## src/rtl/alu_pkg.sv

```systemverilog
// Shared ALU definitions: 3-bit opcode type, opcode encodings used by the
// ALU and its issue stage, and the output-register state type.
package alu_pkg;

    typedef logic [2:0] opcode_t;

    localparam opcode_t OP_ADD = 3'b000;
    localparam opcode_t OP_SUB = 3'b001;
    localparam opcode_t OP_AND = 3'b010;
    localparam opcode_t OP_OR  = 3'b011;
    localparam opcode_t OP_XOR = 3'b100;
    localparam opcode_t OP_NOT = 3'b101;
    localparam opcode_t OP_SHL = 3'b110;
    localparam opcode_t OP_SHR = 3'b111;

    // Output register occupancy; the state bit doubles as out_valid.
    typedef enum logic {
        OutEmpty = 1'b0,
        OutFull  = 1'b1
    } out_state_e;

endpackage

```

## src/rtl/alu_cmd_fifo.sv

```systemverilog
// Synchronous command FIFO for the ALU issue stage.
// Ports:
//   clk, rst_n   clock, asynchronous active-low reset
//   push_i       write wdata_i at the tail (ignored when full)
//   wdata_i      command word
//   pop_i        drop the head entry (ignored when empty)
//   head_o       entry at the head (undefined when empty)
//   count_o      number of stored entries, 0..Depth
module alu_cmd_fifo #(
    parameter int unsigned Width = 11,
    parameter int unsigned Depth = 4
) (
    input  logic                     clk,
    input  logic                     rst_n,
    input  logic                     push_i,
    input  logic [Width-1:0]         wdata_i,
    input  logic                     pop_i,
    output logic [Width-1:0]         head_o,
    output logic [$clog2(Depth):0]   count_o
);

    localparam int unsigned AW = $clog2(Depth);

    logic [Width-1:0] mem_q [Depth];
    logic [AW-1:0]    wr_ptr_q, wr_ptr_d;
    logic [AW-1:0]    rd_ptr_q, rd_ptr_d;
    logic [AW:0]      count_q, count_d;
    logic             push_ok, pop_ok;

    assign push_ok = push_i && (count_q != (AW+1)'(Depth));
    assign pop_ok  = pop_i && (count_q != '0);

    always_comb begin
        wr_ptr_d = wr_ptr_q;
        rd_ptr_d = rd_ptr_q;
        count_d  = count_q;
        if (push_ok) begin
            wr_ptr_d = wr_ptr_q + 1'b1;
        end
        if (pop_ok) begin
            rd_ptr_d = rd_ptr_q + 1'b1;
        end
        if (push_ok && !pop_ok) begin
            count_d = count_q + 1'b1;
        end else if (!push_ok && pop_ok) begin
            count_d = count_q - 1'b1;
        end
    end

    always_ff @(posedge clk or negedge rst_n) begin
        if (!rst_n) begin
            wr_ptr_q <= '0;
            rd_ptr_q <= '0;
            count_q  <= '0;
        end else begin
            wr_ptr_q <= wr_ptr_d;
            rd_ptr_q <= rd_ptr_d;
            count_q  <= count_d;
        end
    end

    // Storage needs no reset: entries are only observed below count_q.
    always_ff @(posedge clk) begin
        if (push_ok) begin
            mem_q[wr_ptr_q] <= wdata_i;
        end
    end

    assign head_o  = mem_q[rd_ptr_q];
    assign count_o = count_q;

endmodule

```

## src/rtl/alu_issue_stage.sv

```systemverilog
// Issue stage in front of the combinational ALU. Commands are buffered in a
// FIFO, the head is presented to the ALU, and the ALU result is captured in a
// registered output stage so consumer back-pressure never reaches the ALU.
// Ports:
//   clk, rst_n                   clock, asynchronous active-low reset
//   in_valid/in_ready            command handshake
//   in_a, in_b, in_opcode        command payload
//   alu_a, alu_b, alu_opcode     drive to the external ALU (zero when idle)
//   alu_result                   ALU result, N+1 bits
//   out_valid/out_ready          result handshake
//   out_result, out_opcode       registered result and its opcode
//   op_count                     consumed results, wraps at 16 bits
module alu_issue_stage
    import alu_pkg::*;
#(
    parameter int unsigned N     = 4,
    parameter int unsigned DEPTH = 4
) (
    input  logic         clk,
    input  logic         rst_n,
    input  logic         in_valid,
    output logic         in_ready,
    input  logic [N-1:0] in_a,
    input  logic [N-1:0] in_b,
    input  logic [2:0]   in_opcode,
    output logic [N-1:0] alu_a,
    output logic [N-1:0] alu_b,
    output logic [2:0]   alu_opcode,
    input  logic [N:0]   alu_result,
    output logic         out_valid,
    input  logic         out_ready,
    output logic [N:0]   out_result,
    output logic [2:0]   out_opcode,
    output logic [15:0]  op_count
);

    localparam int unsigned CmdW = 2 * N + 3;
    localparam int unsigned CntW = $clog2(DEPTH) + 1;

    logic [CmdW-1:0] wdata;
    logic [CmdW-1:0] head;
    logic [CntW-1:0] count;
    logic            fifo_empty;
    logic            push;
    logic            load;
    opcode_t         head_op;

    out_state_e      out_state_q, out_state_d;
    logic [N:0]      out_result_q, out_result_d;
    opcode_t         out_opcode_q, out_opcode_d;
    logic [15:0]     op_count_q, op_count_d;

    assign wdata      = {in_a, in_b, in_opcode};
    assign fifo_empty = (count == '0);
    // Ready is a function of occupancy only: a full FIFO never accepts, even
    // when the head is popped in the same cycle.
    assign in_ready   = (count != CntW'(DEPTH));
    assign push       = in_valid && in_ready;
    assign head_op    = head[2:0];
    assign load       = !fifo_empty && ((out_state_q == OutEmpty) || out_ready);

    alu_cmd_fifo #(
        .Width (CmdW),
        .Depth (DEPTH)
    ) u_fifo (
        .clk     (clk),
        .rst_n   (rst_n),
        .push_i  (push),
        .wdata_i (wdata),
        .pop_i   (load),
        .head_o  (head),
        .count_o (count)
    );

    always_comb begin
        alu_a      = '0;
        alu_b      = '0;
        alu_opcode = '0;
        if (!fifo_empty) begin
            alu_a      = head[CmdW-1 -: N];
            alu_b      = head[N+2 -: N];
            alu_opcode = head_op;
        end
    end

    always_comb begin
        out_state_d  = out_state_q;
        out_result_d = out_result_q;
        out_opcode_d = out_opcode_q;
        op_count_d   = op_count_q;
        if (load) begin
            out_state_d  = OutFull;
            out_result_d = alu_result;
            out_opcode_d = head_op;
        end else if (out_ready) begin
            out_state_d = OutEmpty;
        end
        if ((out_state_q == OutFull) && out_ready) begin
            op_count_d = op_count_q + 16'd1;
        end
    end

    always_ff @(posedge clk or negedge rst_n) begin
        if (!rst_n) begin
            out_state_q  <= OutEmpty;
            out_result_q <= '0;
            out_opcode_q <= '0;
            op_count_q   <= '0;
        end else begin
            out_state_q  <= out_state_d;
            out_result_q <= out_result_d;
            out_opcode_q <= out_opcode_d;
            op_count_q   <= op_count_d;
        end
    end

    assign out_valid  = (out_state_q == OutFull);
    assign out_result = out_result_q;
    assign out_opcode = out_opcode_q;
    assign op_count   = op_count_q;

endmodule

```

## config.mk

```make
export PLATFORM = sky130hd
export DESIGN_NAME = alu_issue_stage
export DESIGN_NICKNAME = d
export VERILOG_FILES = /design/src/rtl/alu_pkg.sv /design/src/rtl/alu_cmd_fifo.sv /design/src/rtl/alu_issue_stage.sv
export SDC_FILE = /design/constraint.sdc
export NUM_CORES = 1
export LEC_CHECK = 0
export BUFFER_PORTS_ARGS = -buffer_cell sky130_fd_sc_hd__buf_4
export CORE_ASPECT_RATIO = 2
export CORE_MARGIN = 2
export CORE_UTILIZATION = 45
export DETAILED_ROUTE_END_ITERATION = 10
export HOLD_SLACK_MARGIN = 0.08
export PLACE_DENSITY = 0.67
export SLEW_MARGIN = 40
export SYNTH_ARGS = -nofsm -noshare
export SYNTH_HDL_FRONTEND = slang
export SYNTH_HIERARCHICAL = 1
export SYNTH_SLANG_ARGS = --single-unit
```

## constraint.sdc

```tcl
create_clock -name clk -period 2.9 [get_ports clk]
set_input_delay 0.87 -clock clk [delete_from_list [all_inputs] [get_ports clk]]
set_output_delay 0.87 -clock clk [all_outputs]
set_load 0.02 [all_outputs]
```

[Word level (Yosys, flattened, before mapping)]
Memories as Yosys holds them, arrays and structs flattened.
Cells that the tools add are included.
Widths: inputs -> output; s select.
Operators by class
  reduce and logical (&&, ||, !) cells: 15
  bitwise logic cells: 1
  add/sub/neg operators: 5
  equal/unequal tests: 1
  muxes and demuxes: 9
Operators with widths (number)
  $add 16x1->16 const B: 1
  $mux 3: 3
  $mux 4: 2
  $logic_and 1x1->1: 7
  $add 2x1->2 const B: 2
  $mux 1: 4
  $reduce_bool 2->1: 2
  $add 3x1->3 const B: 1
  $logic_not 1->1: 3
  $logic_not 3->1: 1
  $ne 3x3->1 const B: 1
  $reduce_bool 3->1: 1
  $sub 3x1->3 const B: 1
  $logic_or 1x1->1: 1
  $not 1->1: 1
Word-level totals
  output and inout port bits: 37
  memories kept: 1
  RAM bits: 44
  bits in registers: 32
  input port bits: 20
  word-level logic and storage cells: 39
Memory list
  u_fifo.mem_q: words 4, width 11, rd ports 1, clocked after memory_dff 0, write ports 1, RTL line alu_cmd_fifo.sv:24  | logic [Width-1:0] mem_q [Depth];

[Logic depth before layout (Yosys ltp)]
  word-level depth: 7
  mapped depth: 10
  mapped depth without buffers: 10

[Hierarchy]
The synthesis kept the hierarchy.
By module, submodules not included
  alu_cmd_fifo: sequential area each 1496.4 µm², times used 1, cells an instance 91, area each 1999.4 µm²
  alu_issue_stage: sequential area each 625.6 µm², times used 1, cells an instance 94, area each 1127.3 µm²

[Worst setup path after synthesis]
Ideal clock, no wire load.
  path type: in2reg
  start: input out_ready
  end: register u_fifo.count_q[1] (netlist: u_fifo/count_o[1])
  arrival time: 2315 ps
  cell stages on the path: 7
  required time: 2775 ps
  path buffers: 0
  path slack: 460 ps
  setup time: 125 ps
  path through: inv_1 a21oi_2 nand2_1 ha_1 inv_1 fa_1 mux2_2
Between the ends
  word-level cells in the longest chain between the ends: 6
  elaborated cells between the ends (all ways): 8
  classes of those cells: mux (1); reduce/logical (7)
RTL lines
  start: declaration: RTL line alu_issue_stage.sv:31  | input logic out_ready,
  $logic_or 1x1->1: RTL line alu_issue_stage.sv:60  | assign load = !fifo_empty && ((out_state_q == OutEmpty) || out_ready);
  $logic_and 1x1->1: RTL line alu_issue_stage.sv:60
  net load: RTL line alu_issue_stage.sv:45  | logic load;
  $logic_and 1x1->1: RTL line alu_cmd_fifo.sv:31  | assign pop_ok = pop_i && (count_q != '0);
  $logic_not 1->1: RTL line alu_cmd_fifo.sv:43  | if (push_ok && !pop_ok) begin
  $logic_and 1x1->1: RTL line alu_cmd_fifo.sv:43
  $mux 3: RTL line alu_cmd_fifo.sv:43
  net u_fifo.count_d[1]: RTL line alu_cmd_fifo.sv:27  | logic [AW:0] count_q, count_d;
  end signal: assignment: RTL line alu_cmd_fifo.sv:58  | count_q <= count_d;
  end: declaration: RTL line alu_cmd_fifo.sv:27
The timed path passes the listed nets, and every way through them passes these cells.
A chain may end at the register's enable or synchronous reset.

[Final worst setup path]
  start: register u_fifo.rd_ptr_q[0]
  end: output alu_opcode[1]
Between the ends
  word-level cells in the longest chain between the ends: 2
RTL lines
  start: declaration: RTL line alu_cmd_fifo.sv:26  | logic [AW-1:0] rd_ptr_q, rd_ptr_d;
  start signal: assignment: RTL line alu_cmd_fifo.sv:57  | rd_ptr_q <= rd_ptr_d;
  $mem_v2 4x11
  net head[1]: RTL line alu_issue_stage.sv:41  | logic [CmdW-1:0] head;
  $mux 3: RTL line alu_issue_stage.sv:79  | if (!fifo_empty) begin
  end: declaration: RTL line alu_issue_stage.sv:28  | output logic [2:0] alu_opcode,
The timed path passes the listed nets, and every way through them passes these cells.

==> impl_metrics.env <==
export IMPL_status="finished clean"
export IMPL_skew_ns=0.00482
export IMPL_grt_pass1_wl_um=8630
export IMPL_cts_buffers_inserted=9
export IMPL_layout_common_cells="buf_4 (59), edfxtp_1 (44), dfrtp_1 (32)"
export IMPL_ys_seq_elements=76
export IMPL_totalPowerFinal_mw=4.26
export IMPL_die_h_um=122
export IMPL_rows=43
export IMPL_num_nets_final=279
export IMPL_hold_path_class="in2async"
export IMPL_portBuffers=56
export IMPL_reg2reg_slack_ns=0.69
export IMPL_wl_per_cell_um=15.1
export IMPL_track_usage=0.155
export IMPL_p_leak_nw=1.59
export IMPL_cts_sinks=76
export IMPL_syn_nets=212
export IMPL_critPathKind="reg2out"
export IMPL_setup_violations=0
export IMPL_setup_tns_ns=0
export IMPL_totalWireLength_um=5240
export IMPL_grt_overflow_total=0
export IMPL_synthFlopType="edfxtp_1"
export IMPL_power_density_nw_per_um2=1080
export IMPL_synth_edf_count=44
export IMPL_cts_max_path_buffers=2
export IMPL_tritoncts="done"
export IMPL_first_global_vias=1711
export IMPL_die_area_um2=7670
export IMPL_max_freq_mhz=369
export IMPL_reg2reg_depth=10
export IMPL_antenna_found_initial=0
export IMPL_pre_cts_slack_ns=0.379
export IMPL_seq_area_frac_synth=0.679
export IMPL_worst_pin_slew_ns=0.639
export IMPL_worstPathArrival_ns=1.84
export IMPL_start_util=0.458
export IMPL_grt_max_degree=33
export IMPL_layout_commonest_cell="buf_4"
export IMPL_route_vias_total=1718
export IMPL_dpl_hpwl_um=3520
export IMPL_die_width_um=62.9
export IMPL_cap_viol_max_count=0
export IMPL_cp_max_fo=13
export IMPL_hold_buffers=0
export IMPL_rsz0062_at_grt="no"
export IMPL_layout_drive_gt1_share=0.379
export IMPL_cts_resized=0
export IMPL_drc=0
export IMPL_worst_ep_required_time_ns=2.03
export IMPL_area_growth_pct=26.2
export IMPL_avgSynthCellArea_um2=16.9
export IMPL_finalHoldViolations=0
export IMPL_start_kind="flip-flop"
export IMPL_ir_drop_uv=655
export IMPL_firstDrtPassIters=4
export IMPL_htreeDepth=3
export IMPL_antennaDiodeCount=0
export IMPL_coreArea_um2=6830
export IMPL_cts_root_buf="clkbuf_16"
export IMPL_whs_ns=0.477
export IMPL_worstReg2RegStart="u_fifo/count_o[0]"
export IMPL_synth_async_reset_ratio=0.421
export IMPL_min_period_ns=2.71
export IMPL_end_kind="output pin"
export IMPL_drt_initial_drc_count=44
export IMPL_yosysWarnings=6
export IMPL_drv_slew=0
export IMPL_synth_cell_types=28
export IMPL_fin_ws_ns=0.194
export IMPL_routed_via_density=4.97
export IMPL_maxSlewHeadroom=0.574
export IMPL_syn_area_um2=3130
export IMPL_ant_nets=0
export IMPL_netlist_instances=185
export IMPL_cts_setup_buffers=0
export IMPL_clk_latency_ns=0.33
export IMPL_io_pins=57
export IMPL_reg2reg_to="u_fifo/count_o[2]"
export IMPL_place_congestion=0.721
export IMPL_timing_final_crit_share=0.933
export IMPL_clkTransAtPathRegs_ns=0.05
-- metrics by stage --
step | cells | area, um2 | util
floorplan | 185 | 3130 | -
global placement | 331 | 3660 | 0.536
detailed placement | 331 | 3660 | 0.536
CTS | 346 | 3950 | 0.577
global route | 346 | 3950 | 0.577
finish | 346 | 3950 | 0.577
-- cell families (layout without fill, tap and decap cells) --
family / after synthesis / after routing / synth area share
and+or+nand+nor: 48 / 48 / 0.0892
muxes: 22 / 22 / 0.122
AOI/OAI and AO/OA: 3 / 3 / 0.00800
xor gates and xnor gates: 21 / 21 / 0.0588
adders and majority gates: 7 / 7 / 0.0304
DFF: 76 / 76 / 0.679
buffers and inverters: 8 / 79 / 0.0124
-- worst max path at each step --
stage                  startpoint                end  cells after the start
6_report       u_fifo/rd_ptr_q[0]      alu_opcode[1]                      4
5_1_grt        u_fifo/rd_ptr_q[0]      alu_opcode[1]                      4
4_1_cts        u_fifo/rd_ptr_q[0]      alu_opcode[1]                      4
3_5_place_dp             in_valid  u_fifo/count_o[2]                      9
3_3_place_gp             in_valid  u_fifo/count_o[2]                      9
2_1_floorplan           out_ready  u_fifo/count_o[1]                      7
-- Yosys cell counts (3+ instances only) --
library cell / number / area (um2)
nand3_1: 8 / 40.0
nand4_1: 5 / 31.3
inv_1: 5 / 18.8
dfrtp_1: 32 / 801
mux2_2: 11 / 124
nor2_1: 5 / 18.8
xor2_1: 3 / 26.3
and2_1: 6 / 37.5
mux4_1: 3 / 78.8
mux4_2: 8 / 180
xnor2_1: 18 / 158
ha_1: 6 / 75.1
nand2_1: 6 / 22.5
nor2b_1: 9 / 56.3
edfxtp_1: 44 / 1320
-- metal layers --
layer,routed length [um],GRT usage,vias up,share of wire
met4,132,0.0833,0,0.025
met5,0,0,-,0
li1,-,-,818,-
met1,2270,0.197,836,0.43
met3,300,0.0554,12,0.057
met2,2540,0.231,52,0.48
-- worst max-delay path, cell delays in order (launching register included) --
cell     delay, ns
dfrtp_1       0.32
buf_4         0.25
mux4_1        0.61
and2b_1       0.18
buf_4         0.15
-- state kept, by name (all words and copies together), names as in the netlist --
name / flops
out_result: 5
u_fifo/mem_q: 44
out_opcode: 3
u_fifo/rd_ptr_q: 2
u_fifo/count_o: 3
out_valid: 1
u_fifo/wr_ptr_q: 2
op_count: 16
-- power breakdown --
group / switching (mW) / internal, mW
logic: 0.783 / 0.773
clock network: 0.390 / 0.656
registers: 0.216 / 1.45
total: 1.39 / 2.88
-- final cells by class --
cell class                      count  area [um2]
Fill cell                         586        2890
Sequential cell                    76        2120
Multi-Input combinational cell    101         966
Timing Repair Buffer               59         443
Clock buffer                       10         229
Tap cell                           90         113
Clock inverter                      5        53.8
Inverter                            5        18.8
Note: power is estimated with default switching activity, not from simulation.
